[src/rtl/exec_sequencer.sv]
`default_nettype none
// ============================================================================
// Module      : exec_sequencer
// Description : Instruction fetch / decode / execute / retire sequencer.
//               Fetches one word at a time, classifies the opcode, strobes
//               the selected execution unit for one cycle and retires it.
//               Unknown opcodes park the block in TRAP until reset.
// Revision    : 1.0 - initial release
// ============================================================================
module exec_sequencer (
    input  logic        clk,
    input  logic        reset,
    output logic        imem_req,
    output logic [31:0] imem_addr,
    input  logic        imem_ack,
    input  logic [31:0] imem_rdata,
    output logic [31:0] instruction,
    output logic [31:0] program_counter,
    output logic        en_lui_n,
    output logic        en_auipc_n,
    output logic        en_opimm_n,
    output logic        en_op_n,
    output logic        reg_we,
    output logic        retired,
    output logic [31:0] instret,
    output logic        illegal
);

    localparam logic [2:0] c_ST_FETCH   = 3'd0;
    localparam logic [2:0] c_ST_DECODE  = 3'd1;
    localparam logic [2:0] c_ST_EXECUTE = 3'd2;
    localparam logic [2:0] c_ST_RETIRE  = 3'd3;
    localparam logic [2:0] c_ST_TRAP    = 3'd4;

    localparam logic [6:0] c_OPC_LUI    = 7'b0110111;
    localparam logic [6:0] c_OPC_AUIPC  = 7'b0010111;
    localparam logic [6:0] c_OPC_OPIMM  = 7'b0010011;
    localparam logic [6:0] c_OPC_OP     = 7'b0110011;

    // One-hot unit selects; bit order matches the enable vector below.
    localparam logic [3:0] c_SEL_LUI    = 4'b0001;
    localparam logic [3:0] c_SEL_AUIPC  = 4'b0010;
    localparam logic [3:0] c_SEL_OPIMM  = 4'b0100;
    localparam logic [3:0] c_SEL_OP     = 4'b1000;

    localparam logic [31:0] c_PC_STEP   = 32'd4;

    logic [2:0]  r_state;
    logic [2:0]  w_state_nxt;
    logic [31:0] r_pc;
    logic [31:0] r_ir;
    logic [31:0] r_instret;
    logic        r_illegal;
    logic [3:0]  r_unit_sel;
    logic [3:0]  w_dec_sel;
    logic [3:0]  w_en_n;
    logic        w_req;
    logic        w_we;
    logic        w_retired;

    // Opcode classifier; an all-zero result marks an illegal instruction
    // (this also covers any word whose low two bits are not 2'b11).
    always_comb begin
        w_dec_sel = 4'b0000;
        case (r_ir[6:0])
            c_OPC_LUI:   w_dec_sel = c_SEL_LUI;
            c_OPC_AUIPC: w_dec_sel = c_SEL_AUIPC;
            c_OPC_OPIMM: w_dec_sel = c_SEL_OPIMM;
            c_OPC_OP:    w_dec_sel = c_SEL_OP;
            default:     w_dec_sel = 4'b0000;
        endcase
    end

    // Next-state and strobe generation; outputs depend on state only, so
    // imem_ack never reaches imem_req combinationally.
    always_comb begin
        w_state_nxt = r_state;
        w_req       = 1'b0;
        w_en_n      = 4'b1111;
        w_we        = 1'b0;
        w_retired   = 1'b0;
        case (r_state)
            c_ST_FETCH: begin
                w_req = 1'b1;
                if (imem_ack) begin
                    w_state_nxt = c_ST_DECODE;
                end
            end
            c_ST_DECODE: begin
                w_state_nxt = (w_dec_sel != 4'b0000) ? c_ST_EXECUTE : c_ST_TRAP;
            end
            c_ST_EXECUTE: begin
                w_en_n      = ~r_unit_sel;
                w_we        = (r_ir[11:7] != 5'd0);
                w_state_nxt = c_ST_RETIRE;
            end
            c_ST_RETIRE: begin
                w_retired   = 1'b1;
                w_state_nxt = c_ST_FETCH;
            end
            c_ST_TRAP: begin
                w_state_nxt = c_ST_TRAP;
            end
            default: begin
                w_state_nxt = c_ST_FETCH;
            end
        endcase
    end

    // State register; reset wins over every other event.
    always_ff @(posedge clk) begin
        if (reset) begin
            r_state <= c_ST_FETCH;
        end else begin
            r_state <= w_state_nxt;
        end
    end

    // Architectural registers: IR capture, unit select, PC/instret, trap flag.
    always_ff @(posedge clk) begin
        if (reset) begin
            r_pc       <= 32'd0;
            r_ir       <= 32'd0;
            r_instret  <= 32'd0;
            r_illegal  <= 1'b0;
            r_unit_sel <= 4'b0000;
        end else begin
            if ((r_state == c_ST_FETCH) && imem_ack) begin
                r_ir <= imem_rdata;
            end
            if (r_state == c_ST_DECODE) begin
                r_unit_sel <= w_dec_sel;
                if (w_dec_sel == 4'b0000) begin
                    r_illegal <= 1'b1;
                end
            end
            if (r_state == c_ST_RETIRE) begin
                r_pc      <= r_pc + c_PC_STEP;
                r_instret <= r_instret + 32'd1;
            end
        end
    end

    assign imem_req        = w_req;
    assign imem_addr       = r_pc;
    assign program_counter = r_pc;
    assign instruction     = r_ir;
    assign en_lui_n        = w_en_n[0];
    assign en_auipc_n      = w_en_n[1];
    assign en_opimm_n      = w_en_n[2];
    assign en_op_n         = w_en_n[3];
    assign reg_we          = w_we;
    assign retired         = w_retired;
    assign instret         = r_instret;
    assign illegal         = r_illegal;

endmodule
`default_nettype wire

[config.mk]
export PLATFORM = sky130hd
export DESIGN_NAME = exec_sequencer
export DESIGN_NICKNAME = d
export VERILOG_FILES = /design/src/rtl/exec_sequencer.sv
export SDC_FILE = /design/constraint.sdc
export NUM_CORES = 1
export LEC_CHECK = 0
export CAP_MARGIN = 10
export CORE_ASPECT_RATIO = 0.6
export CORE_MARGIN = 3
export CORE_UTILIZATION = 40
export CTS_CLUSTER_DIAMETER = 100
export DETAILED_ROUTE_END_ITERATION = 12
export PLACE_DENSITY = 0.83
export REMOVE_ABC_BUFFERS = 1
export SLEW_MARGIN = 25
export SYNTH_ARGS = -nofsm -noshare
export SYNTH_HDL_FRONTEND = slang
export SYNTH_SLANG_ARGS = --single-unit
[constraint.sdc]
create_clock -name clk -period 1.8 [get_ports clk]
set_input_delay 0.36 -clock clk [delete_from_list [all_inputs] [get_ports clk]]
set_output_delay 0.36 -clock clk [all_outputs]
set_load 0.1 [all_outputs]
==> results of run 1 <==
==> area by class of cell <==
class / instances / area, µm²
clock buffer: 10 / 229.0
sequential: 102 / 2074
multi-input combinational: 393 / 2749
timing repair buffer: 303 / 4187
fill: 457 / 1410
tap: 155 / 193.9
inverter: 11 / 46.29
clock inverter: 6 / 68.82
==> sequential cells by signal, indices dropped and copies added, names as in the netlist <==
register     cells
illegal          1
r_unit_sel       4
imem_addr       30
instret         32
instruction     32
r_state          3
==> worst max-delay path, delay by kind of cell, from the launching register on <==
kind                   cells  cell delay, ps
AO/OA/AOI/OAI              2             540
AND/OR/NAND/NOR            2             740
flip-flops                 1             330
buffers and inverters      3             520
==> report_power, final <==
part	internal, W	switching, W
Sequential	0.00231	0.0000654
Clock	0.00109	0.000906
Combinational	0.000367	0.000647
Total	0.00377	0.00162
==> cell families after synthesis <==
family	synth area share
multiplexers	0.009643
other	0.0008029
adder cells (fa/ha/maj)	0.005357
flip-flops	0.4372
AND/OR/NAND/NOR	0.2791
XOR/XNOR	0.03938
AO/OA/AOI/OAI	0.1353
buffers and inverters	0.09322
==> how the worst max path moves through the flow <==
stage / start / endpoint / slack (ps) / depth (start not counted)
3_5_place_dp: instret[1]$_SDFFE_PP0P_ / instret[28]$_SDFFE_PP0P_ / -300 / 6
3_3_place_gp: instret[0]$_SDFFE_PP0P_ / instret[28]$_SDFFE_PP0P_ / -200 / 6
2_1_floorplan: r_state[0]$_SDFFE_PP0P_ / instruction[0]$_SDFFE_PP0P_ / -2410 / 4
5_1_grt: r_state[2]$_SDFFE_PP0P_ / instret[22]$_SDFFE_PP0P_ / -440 / 7
4_1_cts: r_state[2]$_SDFFE_PP0P_ / instret[20]$_SDFFE_PP0P_ / -180 / 5
6_report: r_state[2]$_SDFFE_PP0P_ / instret[22]$_SDFFE_PP0P_ / -480 / 7
==> per-layer routing <==
metal,track usage,vias to the layer above,wire (µm)
li1,-,2465,-
met1,0.2910,2804,8061
met2,0.4831,457,11400
met3,0.07638,112,2056
met4,0.08689,0,1233
met5,0,-,0
==> cells in the final DEF (no fill, tap or decap), types with 7 or more instances in the layout <==
| cell type | netlist | layout |
|---|---|---|
| buf_12 | 0 | 136 |
| a21oi_2 | 0 | 23 |
| nor2_1 | 32 | 31 |
| nand4_1 | 14 | 14 |
| or4_4 | 2 | 17 |
| buf_4 | 36 | 110 |
| a21oi_1 | 71 | 48 |
| or4_1 | 23 | 8 |
| inv_1 | 10 | 10 |
| buf_6 | 0 | 20 |
| or3_1 | 18 | 7 |
| clkbuf_16 | 0 | 10 |
| dfxtp_2 | 0 | 23 |
| nand3_1 | 15 | 15 |
| clkdlybuf4s50_1 | 0 | 33 |
| xnor2_1 | 18 | 16 |
| nand2_1 | 97 | 93 |
| o31ai_1 | 19 | 9 |
| o21ai_0 | 15 | 10 |
| or3_4 | 0 | 13 |
| dfxtp_1 | 102 | 78 |
==> through the flow <==
stage / instances / instance area (µm²) / util / worst slack (ps)
floorplan: 504 / 4288 / - / -2409
global placement: 914 / 8143 / 0.7431 / -196.4
detailed placement: 914 / 8143 / 0.7431 / -299.9
CTS: 957 / 8901 / 0.8123 / -182.7
global route: 980 / 9548 / 0.8713 / -440.5
finish: 980 / 9548 / 0.8713 / -475.5
==> timing repair <==
item,CTS,global route
buffers inserted,23,22
gates resized for setup,70,98
pin swaps,44,35
setup endpoints to repair,43,48
cloned,4,1
hold buffers,0,0
endpoints found under the hold margin,0,0
==> flow_summary.json, run 1 <==
{
  "grt_pass1_vias": 5480,
  "synth_most_common_cell": "dfxtp_1",
  "crit_type": "flop to flop",
  "grt_max_degree": 35,
  "start_util": 0.4262,
  "hp-class": "input port to flop",
  "first_iter_violations": 484,
  "die-area_um2": 13050,
  "place_congestion": 0.8184,
  "clock_latency_ps": 350,
  "clock_path_buffers": 2,
  "ir_drop_v": 0.0005710,
  "r2r_setup_slack_ps": -480,
  "ant_nets": 0,
  "rsz0062_at_grt": "true",
  "hold_violations": 0,
  "clock.fmax_mhz": 439.5,
  "worst_slack_ps": -475.5,
  "maxSlewViolCount": 0,
  "avgSynthCellArea_um2": 8.223,
  "cp.required_ps": 2010,
  "dp_hpwl_mm": 12.27,
  "numPortBuffers": 166,
  "syn-cell-area_um2": 4671,
  "cts_num_sinks": 102,
  "ios": 171,
  "cp-end-kind": "flop",
  "min_period_ps": 2275,
  "drt-total-wl_mm": 22.75,
  "fin_hold_ws_ps": 477.7,
  "worst_pin_slew_ps": 551.2,
  "cp_cell_sequence": "nand4b_1, buf_4, or4_4, buf_6, buf_4, o31ai_1, a21oi_1",
  "grt_usage": 0.2623,
  "drv_cap": 0,
  "synth-edff-count": 0,
  "cts_buffers": 9,
  "synthDistinctLibCells": 46,
  "crit_fanout": 8,
  "syn_inst": 568,
  "path_common_cell": "buf_4",
  "die_w_um": 145.5,
  "violations": "setup timing",
  "status": "complete, but fails checks",
  "cts_root_buf": "clkbuf_16",
  "crit_path_start_kind": "flop",
  "synth_common_cells": "102 x dfxtp_1, 97 x nand2_1, 71 x a21oi_1",
  "maxSlewHeadroom": 0.6291,
  "num_vias": 5838,
  "grt_pass1_wl_mm": 28.36,
  "worst-r2r-cell-count": 7,
  "vias_per_cell": 5.957,
  "slowest_stage": "or4_4",
  "row_count": 29,
  "fin_setup_tns_ps": -9032,
  "first_pass_iters": 6,
  "r2r_start": "r_state[2]$_SDFFE_PP0P_",
  "drive_above_1_share": 0.4921,
  "worstPathArrival_ps": 2490,
  "whs_path_depth": 2,
  "synth_area_leaders": "dfxtp_1 44%, nand2_1 7.8%, a21oi_1 7.6%",
  "fin_crit_sh": 1.264,
  "cts_tree": "done",
  "coreArea_um2": 10960,
  "yosys.area.top_type": "dfxtp_1",
  "critPathMaxStageDelay_ps": 450,
  "antenna_found_initial": 0,
  "finalNetCount": 857,
  "setup_viol": 50,
  "r2r-end": "instret[22]$_SDFFE_PP0P_",
  "synth_top_cell_area_share": 0.4372,
  "min_delay_worst_endpoint": "imem_addr[12]$_SDFFE_PP0P_",
  "power_w": 0.005384,
  "skew_ps": 11.20,
  "synth_seq_cells": 102,
  "overflow": 0,
  "p_per_area_nw_per_um2": 563.9,
  "antennaDiodeCount": 0,
  "h-tree-depth": 3,
  "dieHeight_um": 89.70,
  "area_delta_synth_final_pct": 104.4,
  "ys_seq_area_frac": 0.4372,
  "yosys_warnings": 0,
  "path_clk_slew_ps": 80,
  "wl_per_cell_um": 23.22,
  "min_from": "reset",
  "ys_async_sr_fraction": 0,
  "drc_errors": 0,
  "synthFlopType": "dfxtp_1",
  "p_leak_nw": 3.758
}
Note: power is estimated with default switching activity, not from simulation.
==> run 2, diff against run 1 <==
--- a/config.mk
+++ b/config.mk
@@ -7,12 +7,13 @@
 export LEC_CHECK = 0
 export CAP_MARGIN = 10
 export CORE_ASPECT_RATIO = 0.6
-export CORE_MARGIN = 3
+export CORE_MARGIN = 2
 export CORE_UTILIZATION = 40
 export CTS_CLUSTER_DIAMETER = 100
 export DETAILED_ROUTE_END_ITERATION = 12
 export PLACE_DENSITY = 0.83
 export REMOVE_ABC_BUFFERS = 1
+export SKIP_CTS_REPAIR_TIMING = 1
 export SLEW_MARGIN = 25
 export SYNTH_ARGS = -nofsm -noshare
 export SYNTH_HDL_FRONTEND = slang
==> flow_summary.json, run 2 (synthesis gave the netlist of run 1 again) <==
{
  "row_count": 30,
  "grt_pass1_wl_mm": 24.41,
  "grt_usage": 0.2434,
  "fin_hold_ws_ps": 401.9,
  "drive_above_1_share": 0.4439,
  "cts_buffers": 9,
  "skew_ps": 10.36,
  "ant_nets": 0,
  "worstPathArrival_ps": 2310,
  "place_ws_ps": -306.4,
  "cp-end-kind": "flop",
  "intPower_w": 0.004078,
  "dieHeight_um": 87.70,
  "mostFrequentLayoutCell": "buf_12",
  "ios": 171,
  "power.share.combinational": 0.175,
  "vias_per_cell": 5.403,
  "start_util": 0.4120,
  "cts_num_sinks": 102,
  "wl_per_cell_um": 18.06,
  "crit_type": "flop to flop",
  "clock.fmax_mhz": 494.2,
  "area_delta_synth_final_pct": 96.44,
  "dp_hpwl_mm": 11.57,
  "crit_path_start_kind": "flop",
  "finalNetCount": 843,
  "p_per_area_nw_per_um2": 612.8,
  "clock_path_buffers": 2,
  "numPortBuffers": 166,
  "ir_drop_v": 0.0006861,
  "cts_root_buf": "clkbuf_16",
  "crit_fanout": 14,
  "rsz0062_at_grt": "true",
  "status": "complete, but fails checks",
  "coreArea_um2": 11340,
  "first_pass_iters": 5,
  "p_leak_nw": 3.558,
  "final_cell_mix": "134 x buf_12, 107 x buf_4, 93 x nand2_1",
  "min_period_ps": 2024,
  "antenna_found_initial": 0,
  "die_w_um": 143.5,
  "power_w": 0.005623,
  "setup_viol": 39,
  "place_inst": 927,
  "seqPwrFrac": 0.422,
  "die-area_um2": 12590,
  "worst_slack_ps": -223.7,
  "fillers": 632,
  "p_switching_w": 0.001545,
  "maxSlewViolCount": 0,
  "hold_violations": 0,
  "violations": "setup timing",
  "grt_max_degree": 38,
  "antennaDiodeCount": 0,
  "h-tree-depth": 3,
  "path_clk_slew_ps": 70,
  "hp-class": "input port to flop",
  "first_iter_violations": 367,
  "drt-total-wl_mm": 17.54,
  "fin_crit_sh": 1.124,
  "drv_cap": 0,
  "overflow": 0,
  "clock_latency_ps": 350,
  "netSwitchingFraction": 0.2747,
  "drc_errors": 0,
  "power.clock.fraction": 0.403,
  "finalNonFillerCells": 971,
  "num_vias": 5246,
  "grt_pass1_vias": 5068,
  "cts_tree": "done",
  "cp.required_ps": 2080,
  "place_congestion": 0.8816
}
run 2: critical path, cell delays in order (launching register included):
cell	delay, ps
dfxtp_1	430
nand3_1	170
or4_4	560
buf_8	160
or4_4	480
a21oi_2	160
run 2: final timing paths:
check	slack, ps	endpoint	from	cells after the start
worst max-delay path	-220	instret[20]$_SDFFE_PP0P_	instret[7]$_SDFFE_PP0P_	5
worst min-delay path	400	instret[7]$_SDFFE_PP0P_	reset	2
worst max register to register	-220	instret[20]$_SDFFE_PP0P_	instret[7]$_SDFFE_PP0P_	5
worst min register to register	490	instruction[9]$_SDFFE_PP0P_	instruction[9]$_SDFFE_PP0P_	2
run 2: power groups by stage:
stage | sequential [W] | clock [W] | combinational (W)
finish | 0.00237 | 0.00227 | 0.000982
global route | 0.00238 | 0.00236 | 0.00102
CTS | 0.00237 | 0.00227 | 0.000949
detailed placement | 0.00242 | 0 | 0.000946
global placement | 0.00242 | 0 | 0.000934
floorplan | 0.00276 | 0 | 0.000168
run 2: area by class of cell:
class | instances | area (µm²) | area share
repair buffers | 291 | 4046 | 0.4410
clock buffers | 11 | 242.7 | 0.02646
clock inverters | 5 | 103.9 | 0.01132
inverters | 11 | 45.04 | 0.004909
flip-flops and latches | 102 | 2067 | 0.2253
multi-input cells | 391 | 2470 | 0.2692
well taps | 160 | 200.2 | 0.02182
run 2: per-layer routing:
metal  GRT usage  part of all wire
met1      0.2651              0.38
met2      0.4511              0.52
met3     0.09021             0.073
met4     0.06595             0.020
met5           0                 0
run 2: through the flow:
stage	instance area [µm²]	utilization	setup TNS [ps]
floorplan	4288	-	-151090
global placement	8222	0.7253	-1869
detailed placement	8222	0.7253	-4746
CTS	8568	0.7559	-7051
global route	9175	0.8094	-6729
finish	9175	0.8094	-4544
==> run 3, diff against run 2 <==
--- a/config.mk
+++ b/config.mk
@@ -12,7 +12,6 @@
 export CTS_CLUSTER_DIAMETER = 100
 export DETAILED_ROUTE_END_ITERATION = 12
 export PLACE_DENSITY = 0.83
-export REMOVE_ABC_BUFFERS = 1
 export SKIP_CTS_REPAIR_TIMING = 1
 export SLEW_MARGIN = 25
 export SYNTH_ARGS = -nofsm -noshare
==> flow_summary.json, run 3 (synthesis gave the netlist of run 1 again) <==
{
  "status": "complete, but fails checks",
  "violations": "setup timing",
  "min_period_ps": 2094,
  "crit_fanout": 7,
  "numPortBuffers": 166,
  "coreArea_um2": 11340,
  "worst_pin_slew_ps": 517.3,
  "cts_root_buf": "clkbuf_16",
  "dieHeight_um": 87.70,
  "skew_ps": 9.582,
  "wl_per_cell_um": 17.99,
  "rsz0062_at_grt": "true",
  "first_pass_iters": 5,
  "critPathLaunch": "imem_addr[3]$_SDFFE_PP0P_",
  "mostFrequentLayoutCell": "buf_12",
  "drive_above_1_share": 0.4463,
  "finalNetCount": 805,
  "overflow": 0,
  "fin_crit_sh": 1.164,
  "setup_viol": 42,
  "num_vias": 5082,
  "drc_errors": 0,
  "path_clk_slew_ps": 70,
  "antenna_found_initial": 0,
  "start_util": 0.4120,
  "grt_max_degree": 53,
  "cts_tree": "done",
  "r2r-end": "imem_addr[22]$_SDFFE_PP0P_",
  "antennaDiodeCount": 0,
  "clock_path_buffers": 2,
  "worstPathArrival_ps": 2310,
  "drt-total-wl_mm": 16.79,
  "maxSlewViolCount": 0,
  "drv_cap": 0,
  "ant_nets": 0,
  "final_cell_mix": "135 x buf_12, 92 x nand2_1, 72 x buf_4",
  "grt_pass1_wl_mm": 25.10,
  "grt_usage": 0.2499,
  "ios": 171,
  "cp-end-kind": "flop",
  "cp.required_ps": 2010,
  "crit_path_start_kind": "flop",
  "cp_cell_sequence": "ha_4, nand4b_4, or3_4, buf_8, buf_2, buf_4, o31ai_1, a21oi_1",
  "r2r_setup_slack_ps": -290,
  "hold_violations": 0,
  "critPathMaxStageDelay_ps": 400,
  "h-tree-depth": 3,
  "clock_latency_ps": 350,
  "cts_num_sinks": 102,
  "maxSlewHeadroom": 0.6539,
  "r2r_start": "imem_addr[3]$_SDFFE_PP0P_",
  "slowest_stage": "or3_4",
  "worst-r2r-cell-count": 8,
  "row_count": 30,
  "first_iter_violations": 341,
  "hp-class": "input port to flop",
  "die-area_um2": 12590,
  "dp_hpwl_mm": 11.73,
  "grt_pass1_vias": 4923,
  "place_ws_ps": -241.9,
  "area_delta_synth_final_pct": 92.58,
  "place_congestion": 0.8538,
  "crit_type": "flop to flop",
  "crit_end": "imem_addr[22]$_SDFFE_PP0P_",
  "vias_per_cell": 5.447,
  "clock.fmax_mhz": 477.5,
  "worst_slack_ps": -294.4,
  "p_per_area_nw_per_um2": 605.4,
  "cts_buffers": 9,
  "utilization": 0.7935,
  "die_w_um": 143.5,
  "p_leak_nw": 3.393,
  "ir_drop_v": 0.0005757
}
## run 3: layout make-up
cell class | instances | area [µm²]
Fill cell | 659 | 2341
Sequential cell | 102 | 2243
Inverter | 11 | 46.29
Timing Repair Buffer | 252 | 3727
Tap cell | 160 | 200.2
Multi-Input combinational cell | 392 | 2447
Clock buffer | 11 | 232.7
Clock inverter | 5 | 97.59
## run 3: power by group
part           switching, W  total (W)  internal (W)
Combinational      0.000613   0.000962      0.000349
Sequential        0.0000633    0.00230       0.00224
Clock              0.000829    0.00218       0.00135
## run 3: worst min path at each step
stage                                           from                          to  cells after the start
after global routing                           reset  r_unit_sel[1]$_SDFFE_PP0N_                      2
after global placement    r_unit_sel[3]$_SDFFE_PP0N_  r_unit_sel[3]$_SDFFE_PP0N_                      2
after detailed placement  r_unit_sel[0]$_SDFFE_PP0N_  r_unit_sel[0]$_SDFFE_PP0N_                      2
after CTS                                      reset  r_unit_sel[1]$_SDFFE_PP0N_                      2
final                                          reset  r_unit_sel[1]$_SDFFE_PP0N_                      2
after floorplan           r_unit_sel[0]$_SDFFE_PP0N_  r_unit_sel[0]$_SDFFE_PP0N_                      2
## run 3: per-layer routing
metal / track usage / vias up / share of wire
li1: - / 2373 / -
met1: 0.3053 / 2436 / 0.40
met2: 0.4519 / 245 / 0.51
met3: 0.06616 / 28 / 0.075
met4: 0.04635 / 0 / 0.016
met5: 0 / - / 0
## run 3: metrics by stage
step | hold slack (ps) | TNS (ps) | area (µm²) | std cells | total power (W)
after floorplan | 444.2 | -14380 | 5094 | 571 | 0.002926
after global placement | 455.9 | -1196 | 8327 | 900 | 0.003275
after detailed placement | 460.3 | -3061 | 8327 | 900 | 0.003299
after CTS | 384.6 | -4399 | 8657 | 916 | 0.005438
after global routing | 401.1 | -7088 | 8995 | 933 | 0.005608
final | 403.4 | -4894 | 8995 | 933 | 0.005445
## run 3: critical path: cells and delay by family (launching register included)
kind            cells  cell delay, ps
compound gates      2             480
fa+ha+maj           1             150
buf+inv             3             440
flops               1             380
simple gates        2             510
